### config.mk
export PLATFORM = sky130hd
export DESIGN_NAME = regf_writeback
export DESIGN_NICKNAME = d
export VERILOG_FILES = /design/src/rtl/regf_wb_pkg.sv /design/src/rtl/regf_wb_fifo.sv /design/src/rtl/regf_writeback.sv
export SDC_FILE = /design/constraint.sdc
export NUM_CORES = 1
export LEC_CHECK = 0
export ABC_AREA = 1
export ABC_CLOCK_PERIOD_IN_PS = 9800
export CORE_ASPECT_RATIO = 1.5
export CORE_MARGIN = 10
export CORE_UTILIZATION = 25
export DETAILED_ROUTE_END_ITERATION = 8
export PLACE_DENSITY = 0.4
export SLEW_MARGIN = 0
export SYNTH_ARGS = -nofsm -noshare
export SYNTH_HDL_FRONTEND = slang
export SYNTH_SLANG_ARGS = --single-unit
### constraint.sdc
create_clock -name clk -period 9.8 [get_ports clk]
set_input_delay 2.94 -clock clk [delete_from_list [all_inputs] [get_ports clk]]
set_output_delay 2.94 -clock clk [all_outputs]
set_load 0.01 [all_outputs]
### src/rtl/regf_wb_pkg.sv
// Shared types and constants for the regf writeback block.
// The optional bypass ports are enabled by WB_BYPASS_EN in regf_writeback.
package regf_wb_pkg;

  localparam int REG_W = 32;
  localparam int REG_N = 32;

  typedef struct packed {
    logic [4:0]       rd;
    logic [REG_W-1:0] data;
  } wb_entry_t;

  function automatic logic [REG_N-1:0] rd_onehot(input logic [4:0] rd);
    logic [REG_N-1:0] m;
    m     = '0;
    m[rd] = 1'b1;
    return m;
  endfunction

endpackage

### src/rtl/regf_wb_fifo.sv
// In-order load-result FIFO with wrap-bit pointers.
// Also exports every slot's rd together with a valid mask so that pending can be built.
module regf_wb_fifo
  import regf_wb_pkg::*;
#(
  parameter int DEPTH = 4
) (
  input  logic                  clk,
  input  logic                  rstn,
  input  logic                  push,
  input  wb_entry_t             push_entry,
  input  logic                  pop,
  output wb_entry_t             head,
  output logic                  full,
  output logic                  empty,
  output logic [DEPTH-1:0]      valid_mask,
  output logic [DEPTH-1:0][4:0] rd_list
);

  localparam int AW = $clog2(DEPTH);

  logic [AW:0] wr_ptr;
  logic [AW:0] rd_ptr;
  logic [AW:0] count;
  wb_entry_t   mem [DEPTH];
  logic        do_push;
  logic        do_pop;

  assign empty   = (wr_ptr == rd_ptr);
  assign full    = (wr_ptr[AW] != rd_ptr[AW]) && (wr_ptr[AW-1:0] == rd_ptr[AW-1:0]);
  assign count   = wr_ptr - rd_ptr;
  assign do_push = push && !full;
  assign do_pop  = pop && !empty;
  assign head    = mem[rd_ptr[AW-1:0]];

  always_ff @(posedge clk or negedge rstn) begin
    if (!rstn) begin
      wr_ptr <= '0;
      rd_ptr <= '0;
    end else begin
      if (do_push) wr_ptr <= wr_ptr + 1'b1;
      if (do_pop)  rd_ptr <= rd_ptr + 1'b1;
    end
  end

  always_ff @(posedge clk or negedge rstn) begin
    if (!rstn) begin
      for (int i = 0; i < DEPTH; i++) mem[i] <= '0;
    end else if (do_push) begin
      mem[wr_ptr[AW-1:0]] <= push_entry;
    end
  end

  // A slot is live when its distance from the read pointer is below the occupancy.
  always_comb begin
    logic [AW-1:0] off;
    off        = '0;
    valid_mask = '0;
    rd_list    = '0;
    for (int i = 0; i < DEPTH; i++) begin
      off           = AW'(i) - rd_ptr[AW-1:0];
      valid_mask[i] = ({1'b0, off} < count);
      rd_list[i]    = mem[i].rd;
    end
  end

endmodule

### src/rtl/regf_writeback.sv
// Writeback arbiter: execute skid + load FIFO feeding one registered regf write port.
// Define WB_BYPASS_EN to add the byp_* forwarding ports.
module regf_writeback
  import regf_wb_pkg::*;
#(
  parameter int LD_DEPTH     = 4,
  parameter int STARVE_LIMIT = 8
) (
  input  logic             clk,
  input  logic             rstn,
  input  logic             ex_valid,
  output logic             ex_ready,
  input  logic [4:0]       ex_rd,
  input  logic [REG_W-1:0] ex_data,
  input  logic             ld_valid,
  output logic             ld_ready,
  input  logic [4:0]       ld_rd,
  input  logic [REG_W-1:0] ld_data,
  output logic             w_enable,
  output logic [4:0]       w_addr,
  output logic [REG_W-1:0] w_data,
  output logic [REG_N-1:0] pending
`ifdef WB_BYPASS_EN
  ,
  input  logic [4:0]       byp_rs1,
  input  logic [4:0]       byp_rs2,
  output logic             byp_hit1,
  output logic             byp_hit2,
  output logic [REG_W-1:0] byp_data1,
  output logic [REG_W-1:0] byp_data2
`endif
);

  localparam int SW = $clog2(STARVE_LIMIT + 1);

  // Handshake: a producer transfers on a cycle where valid && ready at the rising edge;
  // ready depends only on registered state, never on the same-cycle valid.
  logic                   ex_full;
  wb_entry_t              ex_entry;
  logic                   ex_push;
  logic                   ld_full;
  logic                   ld_empty;
  logic                   ld_push;
  logic                   ld_pop;
  wb_entry_t              ld_head;
  wb_entry_t              ld_in;
  logic [LD_DEPTH-1:0]    ld_valid_mask;
  logic [LD_DEPTH-1:0][4:0] ld_rd_list;
  logic [SW-1:0]          starve_cnt;
  logic                   starved;
  logic                   sel_ex;
  logic                   win_valid;
  wb_entry_t              win;

  assign ex_ready = !ex_full;
  assign ex_push  = ex_valid && !ex_full;
  assign ld_ready = !ld_full;
  assign ld_push  = ld_valid && !ld_full;
  assign ld_in    = '{rd: ld_rd, data: ld_data};

  regf_wb_fifo #(.DEPTH(LD_DEPTH)) u_ld_fifo (
    .clk        (clk),
    .rstn       (rstn),
    .push       (ld_push),
    .push_entry (ld_in),
    .pop        (ld_pop),
    .head       (ld_head),
    .full       (ld_full),
    .empty      (ld_empty),
    .valid_mask (ld_valid_mask),
    .rd_list    (ld_rd_list)
  );

  // Loads win by default; the ex entry wins only when loads are idle or it has starved.
  assign starved   = (starve_cnt == SW'(STARVE_LIMIT));
  assign sel_ex    = ex_full && (ld_empty || starved);
  assign ld_pop    = !sel_ex && !ld_empty;
  assign win_valid = sel_ex || ld_pop;
  assign win       = sel_ex ? ex_entry : ld_head;

  always_ff @(posedge clk or negedge rstn) begin
    if (!rstn) begin
      ex_full  <= 1'b0;
      ex_entry <= '0;
    end else if (ex_push) begin
      ex_full  <= 1'b1;
      ex_entry <= '{rd: ex_rd, data: ex_data};
    end else if (sel_ex) begin
      ex_full  <= 1'b0;
    end
  end

  always_ff @(posedge clk or negedge rstn) begin
    if (!rstn) begin
      starve_cnt <= '0;
    end else if (!ex_full || sel_ex) begin
      starve_cnt <= '0;
    end else if (!starved) begin
      starve_cnt <= starve_cnt + SW'(1);
    end
  end

  // Entries for x0 are still consumed, but never raise w_enable.
  always_ff @(posedge clk or negedge rstn) begin
    if (!rstn) begin
      w_enable <= 1'b0;
      w_addr   <= '0;
      w_data   <= '0;
    end else if (win_valid) begin
      w_enable <= (win.rd != 5'd0);
      w_addr   <= win.rd;
      w_data   <= win.data;
    end else begin
      w_enable <= 1'b0;
    end
  end

  always_comb begin
    logic [REG_N-1:0] p;
    p = '0;
    for (int i = 0; i < LD_DEPTH; i++) begin
      if (ld_valid_mask[i]) p = p | rd_onehot(ld_rd_list[i]);
    end
    if (ex_full)  p = p | rd_onehot(ex_entry.rd);
    if (w_enable) p = p | rd_onehot(w_addr);
    p[0]    = 1'b0;
    pending = p;
  end

`ifdef WB_BYPASS_EN
  assign byp_hit1  = w_enable && (w_addr == byp_rs1) && (byp_rs1 != 5'd0);
  assign byp_hit2  = w_enable && (w_addr == byp_rs2) && (byp_rs2 != 5'd0);
  assign byp_data1 = w_data;
  assign byp_data2 = w_data;
`endif

endmodule
Word-level counts from Yosys, hierarchy flattened:

Index checks and enable logic that the tools add are counted.

* flip-flop bits (word level): 234
* input port bits: 78
* output and inout bits: 72
* logic and storage cells: 109

* add/subtract/negate cells: 8
* magnitude comparators: 19
* equality and inequality tests: 5
* mux-type cells: 30
* bitwise gates (word level): 7
* reduce and logical (&&, ||, !) cells: 23

Operator list (number)
* 2-to-1 mux 32 bit: 6
* OR 32 bit: 5
* bitwise mux 148 bit: 1
* 2-to-1 mux 37 bit: 4
* binary-select mux 37 bit (select 2 bit): 1
* demux 37 bit (select 2 bit): 1
* < comparator 5 x 6 -> 1 bit, second input constant: 6
* demux 1 bit (select 5 bit): 6
* >= comparator 5 x 1 -> 1 bit, second input constant: 6
* logical AND 1 bit: 14
* < comparator 2 x 3 -> 1 bit: 4
* 2-to-1 mux 1 bit: 9
* 2-to-1 mux 4 bit: 2
* adder 3 x 1 -> 3 bit, second input constant: 2
* >= comparator 3 bit, second input constant: 2
* inverter 2 -> 3 bit: 2
* nonzero test 5 bit: 1
* adder 4 x 1 -> 4 bit, second input constant: 1
* equality test 4 bit, second input constant: 1
* zero test 1 bit: 4
* subtractor 1 x 2 -> 2 bit, first input constant: 2
* subtractor 2 bit, first input constant: 2
* equality test 3 bit: 1
* logical OR 1 bit: 3
* other kinds (6): 6

Depth between registers and ports, before layout:

* word-level depth: 15
* gate-level depth with buffers: 15
* gate-level depth less buffers: 13

Cells and area by module:

Synthesis repeated with hierarchy kept, for this count alone.

* cell total of the unflattened synthesis: 1610
* area, all modules: 12737.2 um^2

By module, submodules not included
* regf_wb_fifo: instances 1, cells each 961, area each 7810.0 um^2
* regf_writeback: instances 1, cells each 649, area each 4927.2 um^2

Least setup slack after synthesis:

No wires, ideal clock.

* path kind: register to output
* start point: reg u_ld_fifo.rd_ptr[1]
* end point: out pending[27]
* data arrival time: 2.518 ns
* data required time: 6.860 ns
* path slack: 4.342 ns
* stages on the path, launching flop included: 14
* path through: dfrtp_1 inv_1 buf_2 buf_1 fa_1 inv_1 ha_1 a21o_1 nand2_4 buf_6 nand3_1 nand2_1 clkinv_1 nand2_1

* longest elaborated chain between the ends: 13
* elaborated cells between the ends (all ways): 20
* classes of those cells: 5 x add/sub; 4 x order compare; 6 x mux; 5 x bitwise

Ends and longest elaborated chain
* start, declared: line regf_wb_fifo.sv:23 `logic [AW:0] rd_ptr;`
* start signal, assigned: line regf_wb_fifo.sv:42 `if (do_pop) rd_ptr <= rd_ptr + 1'b1;`
* subtractor 3 bit or subtractor 1 x 2 -> 2 bit (tied branches): line regf_wb_fifo.sv:31, regf_wb_fifo.sv:61
* < comparator 2 x 3 -> 1 bit: line regf_wb_fifo.sv:62 `valid_mask[i] = ({1'b0, off} < count);`
* 2-to-1 mux 32 bit: line regf_writeback.sv:122 `if (ld_valid_mask[i]) p = p | rd_onehot(ld_rd_list[i]);`
* OR 32 bit: line regf_writeback.sv:122
* 2-to-1 mux 32 bit: line regf_writeback.sv:122
* OR 32 bit: line regf_writeback.sv:122
* 2-to-1 mux 32 bit: line regf_writeback.sv:122
* OR 32 bit: line regf_writeback.sv:122
* 2-to-1 mux 32 bit *: line regf_writeback.sv:122
* OR 32 bit: line regf_writeback.sv:124 `if (ex_full) p = p | rd_onehot(ex_entry.rd);`
* 2-to-1 mux 32 bit *: line regf_writeback.sv:124
* OR 32 bit: line regf_writeback.sv:125 `if (w_enable) p = p | rd_onehot(w_addr);`
* 2-to-1 mux 32 bit *: line regf_writeback.sv:125
* end, declared: line regf_writeback.sv:22 `output logic [REG_N-1:0] pending`

Mark *: on every way between the ends. The rest lies on a longest branch, timed or not.

Worst setup path after layout:

* start point: reg u_ld_fifo.rd_ptr[0]
* end point: out pending[26]

The elaborated chain is that of the path after synthesis.

==> run metrics <==
final non-filler cell total=2296; drt drc=0; Final Hold Viols=0; fmax=138 MHz; crit-path leading delay family=adder cells; Setup CP Type=register to primary output; most area-hungry cell type in the Yosys netlist=dfrtp_1; Syn Nets=1597; crit-path cells=ha_1, inv_1, fa_1, inv_1, ha_1, inv_1, o21bai_1, nand2_2, nand3_1, nand2_1, nor2_1, nand2_1, clkdlybuf4s50_1; WL final=45600 um; Critical Path Slowest Stage Cell=dfrtp_4; Synth Flop Type=dfrtp_1; PD cells=391 nW/um2; TritonCTS Sinks=234; synthesized flop and latch total=234; Netlist cell types=37; sequential-to-total area share from yosys stat=46.9%; vias in the first global route=11100; Mean Syn Cell Area=8.31 um2; I/O pins=150; total gr overflow=0; Post-synth EDFFs=0; Initial Util=25.2%; RSZ-0062 raised after global routing=no; CTS Buf Count=25; Nets=1708; worst vdd ir=156 uV; first-pass GRT wire length=68700 um; Wirelength per Cell=19.9 um; core area=49500 um2; worst reg-to-reg path cell count=9; LEAKAGE=6.77 nW; Antenna Violating Nets Remaining=0; Max-Slew Margin vs Limit=25.2%; Pint=3.22 mW; row count=100; CP Depth=13; r2r setup slk=6040 ps; Top cell by count, worst path=inv_1; WHS Path Cells=1; dpl hpwl=33200 um; Hold WC Path Type=register to register; Final Critical Period=7270 ps; Synth top cells by count=nand2_1, dfrtp_1, o21ai_0; Buf/Inv on CP=4; post-CTS resize count=0; Die Area=59500 um2; cts hold-fix bufs=0; DR pass1 iterations=5; status=finished clean; IO buf count=148; Net Switching=2.77 mW; placed cells=2251; Async SR Flop Fraction=100%; DR vias=10700; # diodes=0; worst r2r src=u_ld_fifo.rd_ptr[0]; Root Driver=clkbuf_16; CP startpoint=u_ld_fifo.rd_ptr[0]; CTS tree=yes; # Post-CTS Setup Buffers=0; setup violators final=0; GR Util All Layers=15.1%; Worst Setup End Kind=primary output; Crit Path Max Fanout=78; Die X=203 um; fill count=5354; clock share of power=16.2%; Area contributors post-synth=dfrtp_1, nand2_1, mux2_2; max incr delay on CP=910 ps; Net Sw Frac=46.3%; Final Max Slew Viols=0; count leader, synth=nand2_1; pin count of the biggest net entering global routing=105; Worst-path clk slew=60 ps; CTS HTree Levels=1; Post-Syn Area=12500 um2; Routability Congestion=0.885; Period Utilization, post-route=74.2%; Synth top area share=46.9%; average vias per placed instance=4.66; Data arrival, critical path=4330 ps; CP required=6860 ps; Synth Instances=1504; drt initial violations=603; area delta synth->final=22.6%; startpoint types=register; share of cells above drive strength 1=10.2%; total of max-cap violations=0; Hold Startpoint=u_ld_fifo.mem[65]; Yosys warnings=0; Slew @ Worst Pin=1120 ps; sequential share of power=29.9%; initial antenna violation count=5; die height=294 um; Clock Latency Late Sink=540 ps; power share of the combinational group=53.9%; setup_tns=0 ps; clock tree buffer depth=3; skew final=13.3 ps
==> per-stage QoR <==
step / hold WS (ps) / utilization [%] / cell area, um2 / setup slack, ps / power (mW)
final: 480 / 30.9 / 15300 / 2530 / 5.99
after global placement: 463 / 29.2 / 14500 / 3050 / 5.10
after global routing: 500 / 30.9 / 15300 / 2320 / 6.53
after CTS: 485 / 30.9 / 15300 / 2500 / 6.13
after floorplan: 452 / - / 12500 / 4340 / 3.85
after detailed placement: 471 / 29.2 / 14500 / 3080 / 5.13
==> cell type report <==
class / instances / area [um2] / area share (%)
clock inverter: 6 / 58.8 / 0.384
timing repair buffer: 159 / 1570 / 10.2
sequential: 234 / 5860 / 38.2
inverter: 155 / 582 / 3.80
tap: 663 / 830 / 5.41
multi-input combinational: 1040 / 5650 / 36.8
clock buffer: 39 / 778 / 5.08
==> path summary, 6_finish.rpt <==
check | endpoint
max in group asynchronous | u_ld_fifo.rd_ptr[0]
setup reg to reg | u_ld_fifo.mem[105]
hold reg to reg | u_ld_fifo.mem[65]
hold / removal | u_ld_fifo.mem[65]
setup / recovery | pending[26]
min in group asynchronous | u_ld_fifo.mem[98]
==> sequential cells by signal (all words and copies together), names as in the netlist <==
register and flops:
starve_cnt 4, u_ld_fifo.mem 128, u_ld_fifo.rd_ptr 3, ex_entry 37
w_data 32, u_ld_fifo.wr_ptr 3, ex_full 1, w_enable 1
u_ld_fifo.rd_list 20, w_addr 5
==> power by group through the flow <==
stage / Combinational (mW) / Clock [mW] / Sequential, mW
3_3_place_gp: 3.30 / 0 / 1.80
5_1_grt: 3.63 / 1.04 / 1.86
6_report: 3.23 / 0.970 / 1.79
4_1_cts: 3.33 / 1.01 / 1.80
2_1_floorplan: 2.13 / 0 / 1.72
3_5_place_dp: 3.31 / 0 / 1.81
==> cell usage in the layout (no fill, tap or decap), types with 2 or more instances in the layout <==
| cell | n |
|---|---|
| clkbuf_16 | 25 |
| clkbuf_8 | 10 |
| nor2_4 | 5 |
| nand2_2 | 7 |
| a21oi_1 | 72 |
| mux2_1 | 9 |
| o211ai_1 | 11 |
| nor3_2 | 3 |
| nand2_4 | 3 |
| clkbuf_1 | 4 |
| clkdlybuf4s50_1 | 147 |
| buf_4 | 11 |
| clkinv_1 | 6 |
| inv_2 | 3 |
| dfrtp_1 | 233 |
| o21ai_0 | 198 |
| xor2_1 | 5 |
| ha_1 | 14 |
| nand3_1 | 102 |
| clkinv_2 | 4 |
| nand3_2 | 2 |
| nor2_1 | 104 |
| o21ai_1 | 15 |
| inv_1 | 146 |
| mux2_2 | 89 |
| o21bai_1 | 3 |
| a22oi_1 | 30 |
| nor3_1 | 32 |
| nand2_1 | 328 |
==> per-layer routing <==
layer / track usage (%) / part of all wire [%] / vias to the layer above
li1: - / - / 5185
met1: 15.5 / 36 / 5171
met2: 28.7 / 54 / 250
met3: 2.06 / 3.7 / 89
met4: 8.21 / 5.4 / 8
met5: 0 / 0.12 / -
==> cell families after synthesis <==
| kind of cell | count (synthesis) | synth area share (%) |
|---|---|---|
| compound gates | 332 | 14.2 |
| mux | 98 | 8.83 |
| other cells | 1 | 0.0300 |
| flops | 234 | 46.9 |
| simple gates | 587 | 19.7 |
| fa+ha+maj | 15 | 1.56 |
| xor+xnor | 7 | 0.641 |
| buf+inv | 230 | 8.08 |
No activity file was read; power rests on OpenSTA's default activity.
